[config.mk]
export PLATFORM = sky130hd
export DESIGN_NAME = seg7_scan_reader
export DESIGN_NICKNAME = d
export VERILOG_FILES = /design/src/rtl/seg7_scan_reader.sv
export SDC_FILE = /design/constraint.sdc
export NUM_CORES = 1
export LEC_CHECK = 0
export BUFFER_PORTS_ARGS = -buffer_cell sky130_fd_sc_hd__buf_4
export CORE_MARGIN = 2
export CORE_UTILIZATION = 40
export CTS_CLUSTER_SIZE = 8
export DETAILED_ROUTE_END_ITERATION = 16
export PLACE_DENSITY = 0.6
export REMOVE_ABC_BUFFERS = 1
export SKIP_LAST_GASP = 1
export SLEW_MARGIN = 20
export SYNTH_ARGS = -nofsm -noshare
export SYNTH_HDL_FRONTEND = slang
export SYNTH_SLANG_ARGS = --single-unit
[constraint.sdc]
create_clock -name i_clk -period 5.4 [get_ports i_clk]
set_clock_uncertainty 0.2 [all_clocks]
set_input_delay 0.81 -clock i_clk [delete_from_list [all_inputs] [get_ports i_clk]]
set_output_delay 0.81 -clock i_clk [all_outputs]
set_load 0.01 [all_outputs]
[src/rtl/seg7_scan_reader.sv]
// seg7_scan_reader: decodes a multiplexed 7-segment scan back into a frame of digit codes.
// Optional frame compare against i_expected is enabled by defining SEG7_SCAN_COMPARE_EN.
module seg7_scan_reader #(
   parameter int NUM_DIGITS       = 6,
   parameter int SETTLE_CYCLES    = 4,
   parameter bit ANODE_ACTIVE_LOW = 1'b1
) (
   input  logic                    i_clk,
   input  logic                    i_rst,
   input  logic [NUM_DIGITS-1:0]   i_anode,
   input  logic [7:0]              i_seg,
   input  logic                    i_clear,
   output logic [4*NUM_DIGITS-1:0] o_digits,
   output logic [NUM_DIGITS-1:0]   o_dp,
   output logic                    o_frame_valid,
   output logic                    o_bad_code,
`ifdef SEG7_SCAN_COMPARE_EN
   output logic                    o_anode_err,
   input  logic [4*NUM_DIGITS-1:0] i_expected,
   output logic                    o_mismatch
`else
   output logic                    o_anode_err
`endif
);

   localparam int IDX_W = (NUM_DIGITS > 1) ? $clog2(NUM_DIGITS) : 1;
   localparam int CNT_W = $clog2(NUM_DIGITS + 1);
   localparam logic [7:0] SETTLE_TGT = 8'(SETTLE_CYCLES);
   localparam logic [NUM_DIGITS-1:0] ANODE_IDLE = {NUM_DIGITS{ANODE_ACTIVE_LOW}};

   typedef enum logic [1:0] {
      ST_WAIT,
      ST_SETTLE,
      ST_HOLD
   } state_t;

   logic [NUM_DIGITS-1:0]       r_anode;
   logic [7:0]                  r_seg;
   state_t                      r_state;
   state_t                      w_state_nxt;
   logic [7:0]                  r_cnt;
   logic [7:0]                  w_cnt_nxt;
   logic [IDX_W-1:0]            r_prev_idx;
   logic [7:0]                  r_prev_seg;
   logic [NUM_DIGITS-1:0][3:0]  r_shadow;
   logic [NUM_DIGITS-1:0]       r_shadow_dp;
   logic [NUM_DIGITS-1:0]       r_seen;
   logic [NUM_DIGITS-1:0]       w_seen_nxt;
   logic [4*NUM_DIGITS-1:0]     w_shadow_flat;
   logic [NUM_DIGITS-1:0]       w_sel;
   logic [CNT_W-1:0]            w_nact;
   logic [IDX_W-1:0]            w_idx;
   logic                        w_valid;
   logic                        w_multi;
   logic                        w_same;
   logic [3:0]                  w_code;
   logic                        w_unknown;
   logic                        w_capture;
   logic                        w_complete;

   always_ff @(posedge i_clk or posedge i_rst) begin
      if (i_rst) begin
         r_anode <= ANODE_IDLE;
         r_seg   <= '1;
      end else begin
         r_anode <= i_anode;
         r_seg   <= i_seg;
      end
   end

   // Normalise polarity so a 1 always means "selected".
   assign w_sel = r_anode ^ ANODE_IDLE;

   always_comb begin
      w_nact = '0;
      w_idx  = '0;
      for (int unsigned k = NUM_DIGITS; k > 0; k--) begin
         if (w_sel[k-1]) begin
            w_nact = w_nact + CNT_W'(1);
            w_idx  = IDX_W'(k - 1);
         end
      end
   end

   assign w_valid = (w_nact == CNT_W'(1));
   assign w_multi = (w_nact > CNT_W'(1));
   assign w_same  = (w_idx == r_prev_idx) && (r_seg == r_prev_seg);

   always_comb begin
      w_code    = 4'hF;
      w_unknown = 1'b0;
      case (r_seg[6:0])
         7'h40:   w_code = 4'd0;
         7'h79:   w_code = 4'd1;
         7'h24:   w_code = 4'd2;
         7'h30:   w_code = 4'd3;
         7'h19:   w_code = 4'd4;
         7'h12:   w_code = 4'd5;
         7'h02:   w_code = 4'd6;
         7'h78:   w_code = 4'd7;
         7'h00:   w_code = 4'd8;
         7'h10:   w_code = 4'd9;
         7'h46:   w_code = 4'd12;
         7'h09:   w_code = 4'd13;
         7'h4E:   w_code = 4'd14;
         7'h7F:   w_code = 4'd15;
         default: begin
            w_code    = 4'd15;
            w_unknown = 1'b1;
         end
      endcase
   end

   always_comb begin
      w_state_nxt = r_state;
      w_cnt_nxt   = r_cnt;
      w_capture   = 1'b0;
      if (!w_valid) begin
         w_state_nxt = ST_WAIT;
         w_cnt_nxt   = '0;
      end else begin
         case (r_state)
            ST_SETTLE: w_cnt_nxt = !w_same ? 8'd1 : ((r_cnt == '1) ? r_cnt : r_cnt + 8'd1);
            ST_HOLD:   w_cnt_nxt = w_same ? r_cnt : 8'd1;
            default:   w_cnt_nxt = 8'd1;
         endcase
         // One capture per dwell: an unchanged sample in HOLD never re-arms the counter.
         if (r_state == ST_HOLD && w_same) begin
            w_state_nxt = ST_HOLD;
         end else if (w_cnt_nxt >= SETTLE_TGT) begin
            w_capture   = 1'b1;
            w_state_nxt = ST_HOLD;
         end else begin
            w_state_nxt = ST_SETTLE;
         end
      end
   end

   always_ff @(posedge i_clk or posedge i_rst) begin
      if (i_rst) begin
         r_state    <= ST_WAIT;
         r_cnt      <= '0;
         r_prev_idx <= '0;
         r_prev_seg <= '1;
      end else begin
         r_prev_idx <= w_idx;
         r_prev_seg <= r_seg;
         if (i_clear) begin
            r_state <= ST_WAIT;
            r_cnt   <= '0;
         end else begin
            r_state <= w_state_nxt;
            r_cnt   <= w_cnt_nxt;
         end
      end
   end

   assign w_complete    = &r_seen;
   assign w_shadow_flat = r_shadow;

   // Completion clears seen; a capture landing in the same cycle starts the next frame.
   always_comb begin
      w_seen_nxt = w_complete ? '0 : r_seen;
      if (w_capture) w_seen_nxt[w_idx] = 1'b1;
   end

   always_ff @(posedge i_clk or posedge i_rst) begin
      if (i_rst) begin
         r_shadow      <= '1;
         r_shadow_dp   <= '0;
         r_seen        <= '0;
         o_digits      <= '1;
         o_dp          <= '0;
         o_frame_valid <= 1'b0;
         o_bad_code    <= 1'b0;
         o_anode_err   <= 1'b0;
      end else if (i_clear) begin
         r_shadow      <= '1;
         r_shadow_dp   <= '0;
         r_seen        <= '0;
         o_frame_valid <= 1'b0;
         o_bad_code    <= 1'b0;
         o_anode_err   <= 1'b0;
      end else begin
         o_frame_valid <= w_complete;
         r_seen        <= w_seen_nxt;
         if (w_complete) begin
            o_digits <= w_shadow_flat;
            o_dp     <= r_shadow_dp;
         end
         if (w_capture) begin
            r_shadow[w_idx]    <= w_code;
            r_shadow_dp[w_idx] <= ~r_seg[7];
            if (w_unknown) o_bad_code <= 1'b1;
         end
         if (w_multi) o_anode_err <= 1'b1;
      end
   end

`ifdef SEG7_SCAN_COMPARE_EN
   always_ff @(posedge i_clk or posedge i_rst) begin
      if (i_rst) begin
         o_mismatch <= 1'b0;
      end else if (i_clear) begin
         o_mismatch <= 1'b0;
      end else if (w_complete) begin
         o_mismatch <= (w_shadow_flat != i_expected);
      end
   end
`endif

endmodule

* Word level (Yosys, flattened, before mapping)
Cells that the tools add are included.
** Storage, ports and cells
- Output and inout port bits :: 33
- Logic and storage cells :: 109
- Flip-flop bits (word level) :: 104
- Input port bits :: 17
** Cells by class
- Mux-type cells :: 46
- Reduce and logical (&&, ||, !) cells :: 10
- Equal/unequal tests :: 20
- Bitwise gates (word level) :: 4
- $add $sub $neg :: 6
- $lt $le $gt $ge :: 4
** Operator list (number)
- $pmux W4 S13 :: 1
- $mux W24 :: 2
- $mux W8 :: 6
- $eq A7 B7 Y1 const B :: 6
- $mux W3 :: 11
- $mux W6 :: 5
- $bwmux W24 :: 1
- $eq A7 B5 Y1 const B :: 3
- $pmux W8 S2 :: 1
- $add A3 B1 Y3 const B :: 5
- $eq A7 B6 Y1 const B :: 2
- $reduce_or A14 Y1 :: 1
- $demux W4 S3 :: 1
- $mux W1 :: 11
- $add A8 B1 Y8 const B :: 1
- $eq A8 B8 Y1 :: 1
- $eq A8 B8 Y1 const B :: 1
- $ge A8 B3 Y1 const B :: 1
- $mux W2 :: 4
- $eq A7 B2 Y1 const B :: 1
- $eq A7 B4 Y1 const B :: 1
- $logic_not A7 Y1 :: 1
- $reduce_and A7 Y1 :: 1
- $bwmux W6 :: 1
- 17 further kinds :: 21

* Depth between registers and ports, before layout
Gate-level depths: netlist of the first run.
- Depth in word-level cells :: 20
- Gate-level depth with buffers :: 17
- Depth with buffers taken out :: 16

* Worst setup path before layout of the first run
Ideal clock, no wire load.
- Kind :: flip-flop to flip-flop
- Start point :: reg r_anode[4]
- End point :: reg r_shadow_dp[5]
- Clock period less this slack :: 3.970 ns
- Stages on the path, launching flop included :: 17
- Path slack :: 1.430 ns
- Data arrival time :: 3.641 ns
- Path buffers :: 1
- Setup time :: 0.129 ns
- Data required time :: 5.071 ns
- Cells stage by stage :: dfstp_2 -> inv_1 -> ha_1 -> xnor2_1 -> ha_1 -> nor2b_1 -> a21o_1 -> ha_1 -> mux2i_1 -> o21ai_0 -> ha_1 -> nor3b_1 -> mux2i_1 -> a211oi_4 -> buf_6 -> nand4_1 -> mux2i_1
** Between the ends
- Cells in the longest elaborated chain, start to end :: 16
- Elaborated cells between the ends (all ways) :: 36
- Those cells by class :: add/sub (4); order compare (3); eq/ne (2); mux (22); bitwise (1); reduce/logical (4)
** Ends and longest elaborated chain
- start: declaration :: RTL line 37 : logic [NUM_DIGITS-1:0] r_anode;
- start signal: assignment :: RTL line 66 : r_anode <= i_anode;
- $not A6 Y6 (no line) *
- branches (longest 15 deep; another with $add A3 B1 Y3)
- end signal: indexed assignment :: RTL line 193 : r_shadow_dp[w_idx] <= ~r_seg[7];
- end: declaration :: RTL line 46 : logic [NUM_DIGITS-1:0] r_shadow_dp;
Mark *: on every way between the ends. The select of a mux whose other input is x is not followed.
A chain may end at the register's enable or synchronous reset.

* Final worst setup path of the first run
- Start point :: reg r_anode[4]
- End point :: reg r_shadow[13] (netlist bit)
** Between the ends
- Cells in the longest elaborated chain, start to end :: 16
- Elaborated cells between the ends (all ways) :: 36
- Those cells by class :: add/sub (4); order compare (3); eq/ne (2); mux (22); bitwise (1); reduce/logical (4)
** Ends and longest elaborated chain
- $not A6 Y6 (no line) *
- branches (longest 15 deep; another with $add A3 B1 Y3)
- end signal: indexed assignment :: RTL line 192 : r_shadow[w_idx] <= w_code;
- end: declaration :: RTL line 45 : logic [NUM_DIGITS-1:0][3:0] r_shadow;
Marks and branches as above.

==> impl_metrics.py, run 1 <==
metrics = {
    "clock_tree": {
        "cts.sinks": 104,
        "clk_pin_slew_ns": 0.07,
        "cts_buffers": 9,
        "cts_root_buffer": "clkbuf_16",
        "clkLatencyLatePin_ns": 0.35,
        "cts_tree": "done",
        "h-tree-depth": 3,
        "cts_buffer_depth": 2,
        "cts_resized": 0,
        "postCtsSetupBuffers": 0,
        "holdBufCountCts": 0,
    },
    "worst_setup_path": {
        "slowest_delay_ns": 0.60,
        "crit_path_end_kind": "flip-flop",
        "regToRegStartpoint": "r_anode[4]$_DFF_PP1_",
        "worstSetupPathType": "flip-flop to flip-flop",
        "cp_num_buf_inv": 1,
        "crit_fanout": 12,
        "reg2reg_depth": 16,
        "crit_cells": 16,
        "critPathRequiredTime_ns": 5.47,
        "worstPathCellList": "ha_1 > nor2_1 > a21oi_1 > inv_1 > ha_1 > nor2b_1 > a21o_1 > ha_1 > mux2i_1 > o21ai_0 > ha_1 > nor3b_1 > mux2i_1 > a211oi_4 > nand4_2 > mux2i_1",
        "crit_top_cell": "ha_1",
        "startpoint": "r_anode[4]$_DFF_PP1_",
        "critPathSlowestCell": "a211oi_4",
        "cp-start-kind": "flip-flop",
        "crit_arrival_ns": 4.67,
        "cp_top_family": "adder cells",
    },
    "global_routing": {
        "grt.overflow.total": 0,
        "grt_max_degree": 76,
        "grt_pass1_vias": 3370,
        "grt_first_pass_wirelength_um": 17400,
        "grtUsageTotal_pct": 16.5,
        "antenna_found_initial": 0,
    },
    "sta": {
        "min_period_ns": 4.60,
        "setup_viol": 0,
        "tns_ns": 0,
        "slew_violations": 0,
        "finalCritPeriodShare_pct": 85.2,
        "max_freq_mhz": 217,
        "tightestPinTransition_ns": 0.896,
        "slew_headroom_pct": 40.3,
        "final-hold-violation-count": 0,
        "rsz0062_at_grt": "false",
    },
    "power_and_ir_drop": {
        "p_leak_uw": 0.00274,
        "cellPowerDensity_nw_per_um2": 273,
        "worst_ir_drop_vdd_mv": 0.159,
    },
    "route": {
        "wl_met3_um": 282,
        "drc": 0,
        "highest_layer": "met4",
        "num_vias": 3463,
        "wl_um": 10200,
        "drt-vias-per-instance": 5.28,
        "drtIter0Drc": 249,
        "ant_nets": 0,
        "wl_met1_um": 4960,
        "drtPass1Iterations": 4,
        "wl_met2_um": 4820,
        "drt-wirelength-per-cell_um": 15.6,
    },
    "logic_synthesis": {
        "netlist_instances": 442,
        "yosysSeqAreaShare_pct": 52.6,
        "synth_seq_cells": 104,
        "synth_edf_count": 0,
        "async_flop_share_pct": 100,
        "synthDistinctLibCells": 60,
        "synth_area_um2": 5110,
        "synth_warnings": 0,
        "ys.flop_type": "dfstp_2",
        "synth.avg_cell_area_um2": 11.6,
    },
    "finish": {
        "area_growth_syn_to_layout_pct": 15.0,
        "drive_above_1_share_pct": 37.8,
        "multi_input_area_um2": 2250,
        "nFillCells": 1152,
        "diodes": 0,
        "num-nets-final": 505,
        "regArea_um2": 2690,
        "finalCoreUtilization_pct": 46.8,
    },
    "placed_design": {
        "place_congestion": 0.811,
        "io_buffer_count": 49,
        "dp_hpwl_um": 7120,
    },
    "die": {
        "initial_core_util_pct": 40.7,
        "die_y_um": 117,
        "ios": 50,
        "die_w_um": 117,
        "num_rows": 41,
        "design.core.area_um2": 12600,
        "die-area_um2": 13700,
    },
    "worst_hold_path": {
        "hold_path_depth": 0,
        "min-delay-start": "r_seg[7]$_DFF_PP1_",
        "hold_path.class": "flip-flop to flip-flop",
    },
    "run_status": {
        "status": "complete, no violations",
    },
    "flow_run": {
        "cap_violations": 0,
    },
}
[per-layer routing]
metal  GRT usage [%]  vias up
li1                -     1663
met3            2.94       11
met2            25.2       60
met4            6.20        0
met1            23.5     1729
met5               0        -
[worst paths after layout]
check | endpoint | slack (ns)
max | r_shadow[13]$_DFFE_PP1P_ | 0.80
min | r_prev_seg[7]$_DFF_PP1_ | 0.20
max reg2reg | r_shadow[13]$_DFFE_PP1P_ | 0.80
min reg2reg | r_prev_seg[7]$_DFF_PP1_ | 0.20
max in group asynchronous | o_digits[11]$_DFFE_PP1P_ | 3.58
min in group asynchronous | r_seen[3]$_DFF_PP0_ | 0.46
[synth_stat cells (2+ instances only)]
| master | n | area (µm²) |
|---|---|---|
| clkbuf_1 | 16 | 60.1 |
| dfrtp_1 | 34 | 851 |
| nand4b_1 | 3 | 26.3 |
| nand2b_1 | 10 | 62.6 |
| a41o_1 | 2 | 20.0 |
| dfstp_2 | 70 | 1840 |
| inv_1 | 13 | 48.8 |
| o2111ai_1 | 2 | 17.5 |
| a21o_1 | 5 | 37.5 |
| a31oi_1 | 4 | 25.0 |
| buf_4 | 2 | 15.0 |
| and2_1 | 2 | 12.5 |
| nand2_1 | 20 | 75.1 |
| xnor2_1 | 3 | 26.3 |
| nor3_1 | 9 | 45.0 |
| and4b_1 | 4 | 40.0 |
| nor4_1 | 4 | 25.0 |
| nor3b_1 | 4 | 30.0 |
| or2_2 | 3 | 18.8 |
| a21oi_1 | 16 | 80.1 |
| nand4_1 | 12 | 75.1 |
| xor2_1 | 8 | 70.1 |
| a21boi_0 | 2 | 15.0 |
| a41oi_1 | 5 | 43.8 |
| buf_2 | 6 | 30.0 |
| ha_1 | 9 | 113 |
| nor4b_1 | 3 | 26.3 |
| mux2_2 | 30 | 338 |
| and3_1 | 4 | 25.0 |
| nand4_2 | 5 | 62.6 |
| nor2_1 | 47 | 176 |
| nand3b_1 | 3 | 22.5 |
| o21ai_0 | 12 | 60.1 |
| nor2b_1 | 4 | 25.0 |
| mux2i_1 | 32 | 320 |
| nand3_1 | 9 | 45.0 |
| a211oi_1 | 2 | 15.0 |
[worst register-to-register path: stages, from the launching register on]
cell and delay [ns]:
dfstp_2 0.55, ha_1 0.26, nor2_1 0.06, a21oi_1 0.17
inv_1 0.08, ha_1 0.28, nor2b_1 0.14, a21o_1 0.16
ha_1 0.28, mux2i_1 0.21, o21ai_0 0.19, ha_1 0.35
nor3b_1 0.18, mux2i_1 0.15, a211oi_4 0.60, nand4_2 0.39
mux2i_1 0.27
[kinds of logic after synthesis]
group | after synthesis | share of synthesized area, %
fa+ha+maj | 9 | 2.20
xor+xnor | 13 | 2.82
compound gates | 62 | 8.52
simple gates | 153 | 17.6
mux | 62 | 12.9
buf+inv | 39 | 3.31
flops | 104 | 52.6
[power breakdown]
| group | internal [µW] | switching, µW | total (µW) |
|---|---|---|---|
| registers | 804 | 23.8 | 828 |
| logic | 68.2 | 95.2 | 163 |
| clock network | 330 | 281 | 611 |
[metrics by stage]
stage               instance area (µm²)  total power [µW]  hold slack [ns]  cells  setup slack [ns]
CTS                                5880              1620            0.196    656             0.765
global placement                   5600              1000            0.184    640             0.929
finish                             5880              1600            0.195    656             0.801
detailed placement                 5600              1010            0.186    640             0.775
global route                       5880              1680            0.202    656             0.312
floorplan                          4990               951            0.164    416              1.17
[registers in the layout, summed over array words and instances, names as in the netlist, 2 cells and up]
name and count:
o_digits 24, r_shadow 24, r_cnt 8, r_prev_seg 8, r_seg 8, o_dp 6
r_anode 6, r_seen 6, r_shadow_dp 6, r_prev_idx 3, r_state 2
[cell usage in the layout, fill, tap and decap left out, drive strengths merged, types with 8 or more instances in the layout]
cell / instances
a21oi: 16
buf: 52
clkbuf: 13
dfrtp: 34
dfstp: 70
ha: 9
inv: 15
mux2: 30
mux2i: 32
nand2: 20
nand2b: 10
nand3: 9
nand4: 18
nor2: 47
nor3: 9
o21ai: 12
xor2: 8
[cell type report]
class	count	share of cell area [%]
repair buffers	52	6.64
flip-flops and latches	104	45.8
clock inverters	3	0.447
multi-input cells	299	38.3
inverters	13	0.873
clock buffers	13	4.26
well taps	172	3.66
No activity file was read; power rests on OpenSTA's default activity.
==> inputs of run 2 (changes only) <==
--- a/config.mk
+++ b/config.mk
@@ -8,6 +8,7 @@
 export BUFFER_PORTS_ARGS = -buffer_cell sky130_fd_sc_hd__buf_4
 export CORE_MARGIN = 2
 export CORE_UTILIZATION = 40
+export CTS_BUF_LIST = sky130_fd_sc_hd__clkbuf_2
 export CTS_CLUSTER_SIZE = 8
 export DETAILED_ROUTE_END_ITERATION = 16
 export PLACE_DENSITY = 0.6
==> constraint.sdc (replaced) <==
create_clock -name i_clk -period 5.6 [get_ports i_clk]
set_clock_uncertainty 0.2 [all_clocks]
set_input_delay 0.84 -clock i_clk [delete_from_list [all_inputs] [get_ports i_clk]]
set_output_delay 0.84 -clock i_clk [all_outputs]
set_load 0.01 [all_outputs]
==> impl_metrics.py, run 2 (synthesis results as in run 1) <==
metrics = {
    "run_status": {
        "status": "complete, no violations",
    },
    "power_and_ir_drop": {
        "switchingPower_uw": 364,
        "worst_ir_drop_vdd_mv": 0.207,
        "swShare_pct": 26.9,
        "cellPowerDensity_nw_per_um2": 236,
        "internal_power_uw": 988,
        "p_leak_uw": 0.00268,
        "seq_power_share_pct": 59.2,
        "p_comb_share_pct": 11.5,
        "finalPower_uw": 1350,
        "clock_power_share_pct": 29.3,
    },
    "worst_setup_path": {
        "startpoint": "r_anode[4]$_DFF_PP1_",
        "regToRegStartpoint": "r_anode[4]$_DFF_PP1_",
        "cp-start-kind": "flip-flop",
        "critPathRequiredTime_ns": 5.91,
        "worstSetupPathType": "flip-flop to flip-flop",
        "crit_path_end_kind": "flip-flop",
        "crit_arrival_ns": 5.14,
        "reg2reg_slack_ns": 0.77,
        "cp-endpoint": "r_shadow[0]$_DFFE_PP1P_",
        "reg2reg_depth": 16,
        "crit_fanout": 16,
        "reg2reg_to": "r_shadow[0]$_DFFE_PP1P_",
    },
    "die": {
        "num_rows": 41,
        "design.core.area_um2": 12600,
        "die_y_um": 117,
        "die-area_um2": 13700,
        "ios": 50,
        "die_w_um": 117,
        "initial_core_util_pct": 40.7,
    },
    "global_routing": {
        "grt_max_degree": 76,
        "grtUsageTotal_pct": 16.1,
        "grt_pass1_vias": 3403,
        "grt_first_pass_wirelength_um": 17200,
        "antenna_found_initial": 0,
        "grt.overflow.total": 0,
    },
    "finish": {
        "num-nets-final": 504,
        "finalCoreUtilization_pct": 45.6,
        "reg_top3": "o_digits: 24 flops, r_shadow: 24 flops",
        "finish.instance_area_um2": 5730,
        "drive_above_1_share_pct": 38.1,
        "area_growth_syn_to_layout_pct": 12.2,
        "final_common_cell": "dfstp_2",
        "final_cells": 655,
        "mostFrequentLayoutCells": "70 x dfstp_2, 51 x buf_4, 46 x nor2_1",
        "diodes": 0,
    },
    "worst_hold_path": {
        "hold_path_depth": 1,
        "hold_path.class": "input port to flip-flop",
    },
    "sta": {
        "final-hold-violation-count": 0,
        "slew_headroom_pct": 39.7,
        "setup_viol": 0,
        "finalCritPeriodShare_pct": 86.3,
        "max_freq_mhz": 207,
        "min_period_ns": 4.83,
        "rsz0062_at_grt": "false",
        "tns_ns": 0,
        "tightestPinTransition_ns": 0.901,
        "slew_violations": 0,
    },
    "clock_tree": {
        "cts.sinks": 104,
        "cts_root_buffer": "clkbuf_2",
        "cts_buffer_depth": 2,
        "postCtsSetupBuffers": 0,
        "h-tree-depth": 3,
        "cts_resized": 0,
        "cts_buffers": 9,
        "cts_tree": "done",
        "clkLatencyLatePin_ns": 0.59,
        "clk_pin_slew_ns": 0.25,
        "holdBufCountCts": 0,
    },
    "route": {
        "drc": 0,
        "drt-wirelength-per-cell_um": 15.8,
        "drtIter0Drc": 178,
        "drtPass1Iterations": 6,
        "drt-vias-per-instance": 5.29,
        "wl_um": 10400,
        "ant_nets": 0,
        "num_vias": 3462,
    },
    "placed_design": {
        "dp_cells": 639,
        "dp_hpwl_um": 7220,
        "placed_cell_area_um2": 5590,
        "io_buffer_count": 49,
        "place_congestion": 0.810,
    },
    "flow_run": {
        "cap_violations": 0,
    },
}
[run 2: stage by stage]
stage	worst slack [ns]	hold WS (ns)
final	0.766	0.154
after global routing	0.341	0.0890
after CTS	0.792	0.103
after detailed placement	0.841	0.193
after global placement	0.970	0.193
after floorplan	1.37	0.164
[run 2: power groups by stage]
stage	Combinational, µW	Sequential (µW)	Clock (µW)
6_report	156	800	396
3_5_place_dp	157	810	0
4_1_cts	157	800	409
2_1_floorplan	113	804	0
3_3_place_gp	152	809	0
5_1_grt	175	804	437
[run 2: worst max-delay path: stages, from the launching register on]
cell,delay [ns]
dfstp_2,0.60
ha_1,0.27
nor2_1,0.06
a21oi_1,0.18
inv_1,0.09
ha_1,0.29
nor2b_1,0.14
a21o_1,0.16
ha_1,0.28
mux2i_1,0.23
o21ai_0,0.19
ha_1,0.34
nor3b_1,0.18
mux2i_1,0.15
a211oi_4,0.75
nand4_2,0.39
mux2i_1,0.28
[run 2: layout make-up]
cell class | count | area [µm²]
fillers | 1194 | 6840
clock buffers | 9 | 45.0
repair buffers | 51 | 383
well taps | 172 | 215
inverters | 13 | 51.3
flip-flops and latches | 104 | 2690
clock inverters | 7 | 93.8
multi-input cells | 299 | 2250
[run 2: worst min path at each step]
stage,start,to,slack [ns]
floorplan,r_seg[7]$_DFF_PP1_,r_prev_seg[7]$_DFF_PP1_,0.16
detailed placement,r_seg[7]$_DFF_PP1_,r_prev_seg[7]$_DFF_PP1_,0.19
CTS,i_seg[3],r_seg[3]$_DFF_PP1_,0.10
global route,i_seg[2],r_seg[2]$_DFF_PP1_,0.09
finish,i_anode[3],r_anode[3]$_DFF_PP1_,0.15
global placement,r_seg[7]$_DFF_PP1_,r_prev_seg[7]$_DFF_PP1_,0.19
[run 2: metal layers]
metal / vias up / routed length (µm) / global-route usage [%]
met3: 10 / 317 / 3.40
met2: 62 / 4960 / 26.1
met1: 1729 / 4970 / 22.3
met5: - / 0 / 0
met4: 0 / 114 / 4.00
li1: 1661 / - / -
